[config.mk]
export PLATFORM = sky130hd
export DESIGN_NAME = dtmr_sched
export DESIGN_NICKNAME = d
export VERILOG_FILES = /design/src/rtl/dtmr_sched.sv
export SDC_FILE = /design/constraint.sdc
export NUM_CORES = 1
export LEC_CHECK = 0
export CAP_MARGIN = 20
export CORE_MARGIN = 10
export CORE_UTILIZATION = 36
export DETAILED_ROUTE_END_ITERATION = 8
export GPL_TIMING_DRIVEN = 0
export PLACE_DENSITY = 0.69
export SLEW_MARGIN = 40
export SYNTH_ARGS = -nofsm -noshare
export SYNTH_HDL_FRONTEND = slang
export SYNTH_SLANG_ARGS = --single-unit
[constraint.sdc]
create_clock -name clk -period 2.5 [get_ports clk]
set_clock_uncertainty 0.1 [all_clocks]
set_input_delay 0.375 -clock clk [delete_from_list [all_inputs] [get_ports clk]]
set_output_delay 0.375 -clock clk [all_outputs]
set_load 0.01 [all_outputs]
[src/rtl/dtmr_sched.sv]
// Dynamic-TMR scheduler: runs one primary replica in simplex and wakes/seeds the spares to vote on request.
// Optional macro DTMR_FAULT_DROP_EN: flagged replicas are disabled, excluded from voting and from primary choice.
module dtmr_sched #(
    parameter int CMD_L    = 4,
    parameter int SYNC_CYC = 3,
    parameter int FAULT_TH = 4
) (
    input  logic             clk,
    input  logic             rst,
    input  logic             tmr_req,
    input  logic [CMD_L-1:0] speed_r0,
    input  logic [CMD_L-1:0] speed_r1,
    input  logic [CMD_L-1:0] speed_r2,
    input  logic [CMD_L-1:0] dir_r0,
    input  logic [CMD_L-1:0] dir_r1,
    input  logic [CMD_L-1:0] dir_r2,
    output logic [2:0]       en_r,
    output logic [2:0]       state_r,
    output logic [CMD_L-1:0] speed_cmd_prev,
    output logic [CMD_L-1:0] dir_cmd_prev,
    output logic [CMD_L-1:0] speed_cmd_o,
    output logic [CMD_L-1:0] dir_cmd_o,
    output logic             tmr_active,
    output logic             no_maj,
    output logic [2:0]       fault
);
    localparam int W   = 2 * CMD_L;
    localparam int CW  = $clog2(FAULT_TH + 1);
    localparam int WCW = $clog2(SYNC_CYC);
    localparam logic [CW-1:0]  TH        = CW'(FAULT_TH);
    localparam logic [WCW-1:0] WAKE_LAST = WCW'(SYNC_CYC - 1);

    localparam logic [1:0] S_SIMPLEX = 2'd0;
    localparam logic [1:0] S_WAKE    = 2'd1;
    localparam logic [1:0] S_TMR     = 2'd2;

    logic [1:0]     fsm, fsm_n;
    logic [WCW-1:0] wake_cnt, wake_cnt_n;
    logic [CW-1:0]  mm_cnt   [3];
    logic [CW-1:0]  mm_cnt_n [3];
    logic [W-1:0]   word     [3];
    logic [W-1:0]   word_p, winner, cmd_q, cmd_n, prev_q, prev_n;
    logic [2:0]     fault_n, healthy, healthy_n, en_n, st_n;
    logic [1:0]     p, p_n;
    logic           a01, a02, a12, has_win, no_maj_n, can_tmr;

    function automatic logic [2:0] onehot(input logic [1:0] idx);
        case (idx)
            2'd1:    onehot = 3'b010;
            2'd2:    onehot = 3'b100;
            default: onehot = 3'b001;
        endcase
    endfunction

    assign word[0] = {speed_r0, dir_r0};
    assign word[1] = {speed_r1, dir_r1};
    assign word[2] = {speed_r2, dir_r2};

`ifdef DTMR_FAULT_DROP_EN
    // All-flagged falls back to treating every replica as usable.
    assign healthy   = (fault == 3'b111) ? 3'b111 : ~fault;
    assign healthy_n = (fault_n == 3'b111) ? 3'b111 : ~fault_n;
    assign can_tmr   = (healthy[0] & healthy[1]) | (healthy[0] & healthy[2]) | (healthy[1] & healthy[2]);
    assign p_n       = (fsm_n != S_SIMPLEX) ? p :
                       healthy_n[0] ? 2'd0 : healthy_n[1] ? 2'd1 : 2'd2;

    always_ff @(posedge clk) begin
        if (rst) p <= 2'd0;
        else     p <= p_n;
    end
`else
    assign healthy   = 3'b111;
    assign healthy_n = 3'b111;
    assign can_tmr   = 1'b1;
    assign p         = 2'd0;
    assign p_n       = 2'd0;
`endif

    always_comb begin
        case (p)
            2'd1:    word_p = word[1];
            2'd2:    word_p = word[2];
            default: word_p = word[0];
        endcase
    end

    assign a01     = healthy[0] & healthy[1] & (word[0] == word[1]);
    assign a02     = healthy[0] & healthy[2] & (word[0] == word[2]);
    assign a12     = healthy[1] & healthy[2] & (word[1] == word[2]);
    assign has_win = a01 | a02 | a12;
    assign winner  = (a01 | a02) ? word[0] : word[1];

    always_comb begin
        fsm_n      = fsm;
        wake_cnt_n = wake_cnt;
        cmd_n      = word_p;
        prev_n     = prev_q;
        no_maj_n   = 1'b0;
        fault_n    = fault;
        mm_cnt_n   = mm_cnt;
        case (fsm)
            S_SIMPLEX: begin
                prev_n = word_p;
                if (tmr_req && can_tmr) begin
                    fsm_n      = S_WAKE;
                    wake_cnt_n = '0;
                end
            end
            S_WAKE: begin
                // Snapshot stays frozen so the spares load a stable value.
                if (!tmr_req)                   fsm_n = S_SIMPLEX;
                else if (wake_cnt == WAKE_LAST) fsm_n = S_TMR;
                else                            wake_cnt_n = wake_cnt + 1'b1;
            end
            S_TMR: begin
                if (!tmr_req) begin
                    fsm_n = S_SIMPLEX;
                end else if (has_win) begin
                    cmd_n  = winner;
                    prev_n = winner;
                    for (int i = 0; i < 3; i++) begin
                        if (word[i] == winner)  mm_cnt_n[i] = '0;
                        else if (mm_cnt[i] != TH) mm_cnt_n[i] = mm_cnt[i] + 1'b1;
                        if (mm_cnt_n[i] == TH) fault_n[i] = 1'b1;
                    end
                end else begin
                    cmd_n    = cmd_q;
                    no_maj_n = 1'b1;
                end
            end
            default: fsm_n = S_SIMPLEX;
        endcase
    end

    assign en_n = ((fsm_n == S_SIMPLEX) ? onehot(p_n) : 3'b111) & healthy_n;
    assign st_n = (fsm_n == S_SIMPLEX) ? 3'b000 : ~onehot(p);

    always_ff @(posedge clk) begin
        if (rst) begin
            fsm        <= S_SIMPLEX;
            wake_cnt   <= '0;
            for (int i = 0; i < 3; i++) mm_cnt[i] <= '0;
            cmd_q      <= '0;
            prev_q     <= '0;
            en_r       <= 3'b001;
            state_r    <= 3'b000;
            tmr_active <= 1'b0;
            no_maj     <= 1'b0;
            fault      <= 3'b000;
        end else begin
            fsm        <= fsm_n;
            wake_cnt   <= wake_cnt_n;
            for (int i = 0; i < 3; i++) mm_cnt[i] <= mm_cnt_n[i];
            cmd_q      <= cmd_n;
            prev_q     <= prev_n;
            en_r       <= en_n;
            state_r    <= st_n;
            tmr_active <= (fsm_n == S_TMR);
            no_maj     <= no_maj_n;
            fault      <= fault_n;
        end
    end

    assign speed_cmd_o    = cmd_q[W-1:CMD_L];
    assign dir_cmd_o      = cmd_q[CMD_L-1:0];
    assign speed_cmd_prev = prev_q[W-1:CMD_L];
    assign dir_cmd_prev   = prev_q[CMD_L-1:0];
endmodule
==> results of run 1 <==
## routing by layer
layer / wire length (um) / global-route usage [%] / up-vias
li1: - / - / 1041
met1: 2730 / 14.3 / 960
met2: 2990 / 20.7 / 38
met3: 264 / 3.35 / 11
met4: 116 / 5.29 / 0
met5: 0 / 0 / -
## registers in the layout, summed over array words and instances, names as in the netlist
signal / flops
fsm: 2
tmr_active: 1
cmd_q: 8
prev_q: 8
state_r: 1
mm_cnt: 9
wake_cnt: 2
no_maj: 1
fault: 3
## worst max-delay path, cell delays in order
cell and delay [ns]:
dlygate4sd2_1 0.31, xor2_1 0.19, nor4_2 0.39, buf_4 0.19, nand2_4 0.10, a2111oi_4 0.36, nor3_2 0.10, nor4b_4 0.21
buf_4 0.18, a211oi_1 0.09
## worst paths after layout
kind              slack (ns)  depth (start not counted)         to   startpoint
hold reg to reg         0.35                          2   fault[0]     fault[0]
hold / removal          0.33                          3   cmd_q[7]  speed_r0[3]
setup / recovery        0.04                         10  mm_cnt[1]    dir_r1[1]
setup reg to reg        0.65                          5   fault[0]       fsm[1]
## synth_stat cells, types with 2 or more instances
cell       count  area share (%)
nand3_1        5             1.1
and3b_1        2            0.78
mux2_2         2             1.0
buf_2          3            0.67
inv_1          8             1.3
a21oi_1       16             3.6
conb_1         2            0.34
or2_2          2            0.56
buf_4          7             2.4
nand4_1        3            0.84
nand3b_1       3             1.0
o21ai_0        5             1.1
nor2_1        33             5.5
xnor2_1        2            0.78
a211oi_1      18             6.1
mux2i_1       18             8.1
ha_1           7             3.9
nor3_1         6             1.3
nand2b_1       2            0.56
a2111oi_2      2             1.3
xor2_1        20             7.8
nand2_2        2            0.56
nor2b_1        6             1.7
dfxtp_1       35              31
nand2_1       14             2.4
clkbuf_1       3            0.50
nor4_1         3            0.84
## per-stage QoR
stage / worst slack [ns] / hold WS (ns) / TNS [ns]
after floorplan: 0.226 / 0.349 / 0
after global placement: -0.602 / 0.341 / -10.74
after detailed placement: -0.609 / 0.345 / -10.77
after CTS: 0.00289 / 0.356 / 0
after global routing: 0.00682 / 0.368 / 0
final: 0.0435 / 0.326 / 0
## report_power, final
part	switching [W]	internal [W]
combinational	0.000123	0.000115
clock	0.000208	0.000216
sequential	0.0000112	0.000576
## repair_timing
| item | CTS | global route |
|---|---|---|
| resized for setup | 31 | 16 |
| hold endpoints to repair | 0 | 0 |
| hold buffers | 0 | 0 |
| buffers inserted | 6 | 5 |
| cloned | 0 | 0 |
| endpoints found under the setup margin | 25 | 10 |
| pin swaps | 6 | 8 |
## cell type report
cell class / count / share of cell area [%]
Timing Repair Buffer: 61 / 18.3
Multi-Input combinational cell: 196 / 48.6
Sequential cell: 35 / 22.9
Inverter: 8 / 0.980
Clock buffer: 6 / 2.69
Clock inverter: 1 / 0.163
Tap cell: 75 / 3.06
Buffer: 15 / 3.35
## logic make-up after synthesis
logic type	count (synthesis)	synth area share [%]
AO/OA/AOI/OAI	53	18.0
other	2	0.336
flip-flops	35	31.4
buffers and inverters	23	5.55
adder cells (fa/ha/maj)	7	3.92
XOR/XNOR	22	8.63
multiplexers	20	9.08
AND/OR/NAND/NOR	92	23.1
==> results summary, run 1 <==
The pin count of the biggest net entering global routing came out at 11. The post-route core utilization is 51.5%. STA classifies the critical path startpoint as an input pin. The combined area of the multi-input logic cells is 0.00149 mm^2. The total congestion overflow after global routing came out at 0. The share of final-layout standard cells stronger than drive strength 1 is 18.6%. The area growth from synthesis to final layout came out at 37.3%.

The final instance count without filler cells came out at 397. The maximum net fanout on the critical path came out at 7. Including well taps, the total number of placed cells is 379. The total area inside the core boundary comes to 0.00596 mm^2. The proportion of register bits with asynchronous set or reset after synthesis is 0%.

The number of vias in the routed layout is 2050. The worst pin sits at a relative slew slack of 64.4%. The fmax came out at 0.407 GHz. Leaving out fill and tap cells, the most frequent cell in the layout is dfxtp_1. The number of design-rule violations left by the first detailed-router iteration is 120. The slew at the pin closest to its max-slew limit came out at 0.535 ns. The total number of yosys warnings is 0. The effective utilization at floorplan came out at 37.5%.

The iteration count of the initial detailed-routing pass is 4. The worst hold path belongs to the class input pin to flop. The site row count came out at 28.

The power consumption came out at 0.00125 W. The count of fill cells added during filler insertion is 573. The number of antenna violations at the first check in global routing came to 0. A synthesized cell averages 8.79 um^2. After synthesis the cells add up to 0.00223 mm^2. The peak ir drop on the vdd network is 213 uV.

The final count of negative-setup-slack endpoints came out at 0. The flip-flop and latch count after synthesis came out at 35. Clock-pin slew was measured on the worst setup and hold paths at 0.08 ns. The number of input and output port buffers inserted is 50.

The worst-case clock buffer depth is 2. Setup repair after global routing left no endpoint under its margin. The hold violation count in the final report came out at 0. The data arrival time of the worst path came out at 2.51 ns. The number of different library cells used by synthesis comes to 52.

The floorplan die height is 98.8 um. In this run the number of H-tree levels came out at 2. The critical path in this run is classified as input pin to flop. The antenna diode count came out at 0. The floorplan step set the die width to 98.8 um. The number of nets with antenna violations after detailed routing is 0. After detailed routing, the total wire length is 6100 um. The HPWL after detailed placement is 4650 um. The placed cell area came out at 0.00283 mm^2. The detailed-route wire length per cell came out at 15.4 um. The most used flip-flop cell after synthesis is dfxtp_1.

The total routing usage reported by global routing came out at 12.3%. The final instance area came out at 0.00307 mm^2. The DRC violation count after routing came out at 0. The buffer type at the clock tree root is clkbuf_8. The number of cells produced by synthesis is 254. The count of flip-flops with a built-in enable after synthesis is 0. The first-pass GRT wire length came out at 10000 um.

The share of the clock period used by the worst path came out at 98.3%. In the final layout, flip-flops and latches occupy 701 um^2. The clock latency at the later pin of the worst-skew pair came out at 0.29 ns. The number of global-route vias before repair was 2076. Sequential elements use 31.4% of the synthesized area. Clock tree synthesis found a total of 35 sinks.

54 I/O pins were placed. The number of max-slew violations in the final report came to 0. In the routed layout, each cell is associated on average with a via count of 5.16. The leakage component of the power is 1.20 nW. The run finished with clean final reports. The die area came out at 0.00975 mm^2.

The number of maximum-capacitance constraint violations is 0. The power per cell area came out at 408 mW/mm^2. The minimum clock period is 2.46 ns. TritonCTS built the clock tree. The routability congestion estimate from global placement came out at 0.804. The library cells used most frequently in the layout, excluding fill and tap cells, are dfxtp_1, nor2_1, clkdlybuf4s50_1. The number of nets in the layout is 356. The number of nets handed over by synthesis was 288. TritonCTS created 5 clock buffers.

At the worst endpoint, the required time is 2.55 ns. The capturing element type of the critical path is a flop.
Power figures use the tool's default switching activity.
==> inputs of run 2 (changes only) <==
Settings changed: ABC_CLOCK_PERIOD_IN_PS set to 2390.
Clock period 2.5 ns to 2.39 ns, I/O delays scaled along.
==> run 2 against run 1 <==
  * Cell area is essentially flat
  * Sequential share of layout area is essentially flat
  * First-iteration DRC count shrank 33%
  * Non-clock buffer count is the same
  * Wire length grew 3.2%
  * Clock power grew 5.7%
  * Hold slack lost 0.029 ns
  * Setup slack gained 0.0046 ns
==> results summary, run 2 (same netlist as run 1, synthesis figures left out) <==
The number of sinks handled by clock tree synthesis is 35 (unchanged). The placeable core area is 0.00596 mm^2 (unchanged). Clock tree synthesis selected as its root buffer the cell clkbuf_8. After layout, the minimum clock period comes to 2.34 ns. The worst register-to-register path begins at fsm[1]. The count of hold-fix buffers inserted at cts came out at 0 (unchanged). The final count of negative-setup-slack endpoints was 0 (unchanged). The post-detailed-route via-to-cell ratio came out at 5.19 (+0.49%).

The number of input and output port buffers inserted is 50 (unchanged). The H-tree depth came out at 2 (unchanged). The path with the worst hold slack has its endpoint at cmd_q[3]. The worst-case clock buffer depth is 2 (unchanged).

The worst hold path belongs to the class input pin to flop. The clock latency at the later pin of the worst-skew pair is 0.30 ns (about the same). The reg-to-reg endpoint is fault[0].

The data arrival time of the worst path is 2.40 ns (-0.11 ns). TritonCTS built the clock tree. The setup path with the least slack is of type input pin to flop. The number of maximum-capacitance constraint violations came to 0 (unchanged). The number of nets with antenna violations after detailed routing is 0 (unchanged). The worst-case register-to-register setup slack is 0.49 ns (-0.16 ns).

The clock share of power is 34.0% (about the same). The final sum of negative setup slack came to 0 ns (unchanged). The number of primary I/O pins came out at 54 (unchanged). The depth of the worst register-to-register path is 5 (unchanged). The power per cell area is 429 mW/mm^2 (+5.2%).

The library cell used most frequently in the layout, excluding fill and tap cells, is dfxtp_1. The flip-flop count of the largest register, all copies and words added is 9 (unchanged). The number of antenna violations at the first check in global routing is 0 (unchanged). The number of design-rule violations left by the first detailed-router iteration came to 81 (-33%). The DRC violation count after routing is 0 (unchanged). The total congestion overflow after global routing is 0 (unchanged).

The capturing element type of the critical path is a flop. The slew at the pin closest to its max-slew limit came out at 0.603 ns (+0.0684 ns). The pin count of the biggest net entering global routing is 11 (unchanged). The met2 layer wire length in the routed design came out at 3150 um (+5.4%). More flip-flops sit in one register than any other, and that register is mm_cnt. The switching power came out at 0.000367 W (+7.3%). The antenna diode count was 0 (unchanged). The routed length on met3 is 288 um (+9.1%). The largest registers in the layout are mm_cnt (9), cmd_q (8), prev_q (8). The clock-pin slew reported for the worst setup and hold paths after clock tree synthesis is 0.08 ns (about the same). The die outline width came out at 98.8 um (unchanged).

The share of the clock period used by the worst path came out at 98.0%. The number of vias in the routed layout is 2060 (+0.49%). The maximum net fanout on the critical path is 6 (-1). The peak ir drop on the vdd network is 218 uV (+2.5%). The hold violation count in the final report came to 0 (unchanged). The first-pass GRT wire length came out at 10000 um (-0.21%). The HPWL after detailed placement came out at 4650 um (unchanged).

The effective utilization at floorplan was 37.5% (unchanged). The leakage component of the power came out at 1.20 nW (-0.22%). The worst slack on hold paths came out at 0.297 ns (-0.0290 ns). The die area is 0.00975 mm^2 (unchanged). The total wire length came out at 6300 um (+3.2%). In this run the most critical hold path is launched from dir_r0[3]. The detailed-route wire length on metal 1 was 2740 um (+0.48%).

The number of nets in the layout is 356 (unchanged). The required time at the endpoint of the critical path is 2.44 ns (-0.11 ns). The iteration count of the initial detailed-routing pass came out at 4 (unchanged). The site row count came out at 28 (unchanged). The number of max-slew violations in the final report is 0 (unchanged).

The CTS buffer count came out at 5 (unchanged). The share of final-layout standard cells stronger than drive strength 1 came out at 22.0% (+3.4 points). The switching share of total power was 27.9% (+0.52 points).

The detailed-route wire length per cell is 15.9 um (+3.2%). The floorplan die height came to 98.8 um (unchanged). The kind of launch point of the worst setup path is an input pin. Leaving out fill and tap cells, the most frequent cells in the layout are dfxtp_1, nor2_1, clkdlybuf4s50_1. The combinational group share of total power is 19.2% (+0.2 points). The area growth from synthesis to final layout came out at 37.4% (about the same). After detailed routing, no signal wire sits above met4. The total internal power came to 0.000949 W (+4.6%). The remaining max-slew budget at the tightest pin came to 59.8% (-4.6 points). The total routing usage reported by global routing came out at 12.4% (+0.073 points). The routability congestion estimate from global placement is 0.804 (unchanged). The flow ran to the end, and the final reports show no timing, DRC or antenna violations. The combined area of the multi-input logic cells came to 0.00152 mm^2 (+2.1%).

The fmax came out at 0.427 GHz. The worst hold path depth is 3 (unchanged). The number of global-route vias before repair was 2079 (+0.14%). The flip-flop and latch area is 701 um^2 (unchanged). The share of total power in sequential cells is 46.7% (-0.3 points).

The count of fill cells added during filler insertion came out at 565 (-1.4%).
## run 2: layer usage
layer / vias to the layer above / track usage (%)
met3: 7 / 3.28
met5: - / 0
met2: 42 / 21.0
met4: 0 / 5.29
met1: 978 / 14.3
li1: 1033 / -
## run 2: timing repair
action	CTS	global route
endpoints found under the setup margin	28	17
buffers inserted	7	4
pin swaps	7	9
resized for setup	40	35
cloned	0	0
## run 2: power groups by stage
stage          logic (W)  clock network, W  registers [W]
6_report        0.000253          0.000448       0.000615
5_1_grt         0.000274          0.000471       0.000617
4_1_cts         0.000245          0.000449       0.000615
3_5_place_dp    0.000242                 0       0.000628
3_3_place_gp    0.000240                 0       0.000627
2_1_floorplan   0.000105                 0       0.000635
## run 2: cell type report
| cell class | count | area share, % |
|---|---|---|
| repair buffers | 61 | 17.3 |
| inverters | 8 | 0.979 |
| clock buffers | 6 | 2.69 |
| plain buffers | 15 | 3.43 |
| flip-flops and latches | 35 | 22.8 |
| clock inverters | 1 | 0.163 |
| well taps | 75 | 3.06 |
| multi-input cells | 196 | 49.6 |
## run 2: per-stage QoR
stage	total power [W]	utilization (%)	worst slack (ns)	std cells	area [um^2]
after floorplan	0.000740	-	0.132	254	2230
after global routing	0.00136	51.5	-0.0317	397	3070
after CTS	0.00131	50.7	-0.00495	393	3020
after global placement	0.000867	47.5	-0.695	379	2830
final	0.00132	51.5	0.0481	397	3070
after detailed placement	0.000870	47.5	-0.702	379	2830
## run 2: critical path: stages
cell             delay [ns]
clkdlybuf4s15_1        0.22
xor2_2                 0.18
nor4_4                 0.31
buf_4                  0.18
nand4_4                0.18
buf_6                  0.17
o211ai_1               0.10
nand2_1                0.13
nor4b_4                0.28
buf_4                  0.19
a211oi_1               0.09
## run 2: worst max path at each step
stage                     slack (ns)  cells after the start        start         to
after floorplan                 0.13                      7  speed_r0[3]  mm_cnt[1]
after global placement         -0.70                      8    dir_r0[1]  mm_cnt[1]
after detailed placement       -0.70                      8    dir_r0[1]  mm_cnt[1]
after CTS                     -0.005                     10    dir_r0[3]  mm_cnt[1]
after global routing           -0.03                     10    dir_r0[2]  mm_cnt[1]
final                           0.05                     11  speed_r2[3]  mm_cnt[1]
==> inputs of run 3 (changes only) <==
Settings changed: CTS_CLUSTER_SIZE set to 10.
==> results of run 3 <==
The final DEF is identical to that of run 2; final timing and power are the same.
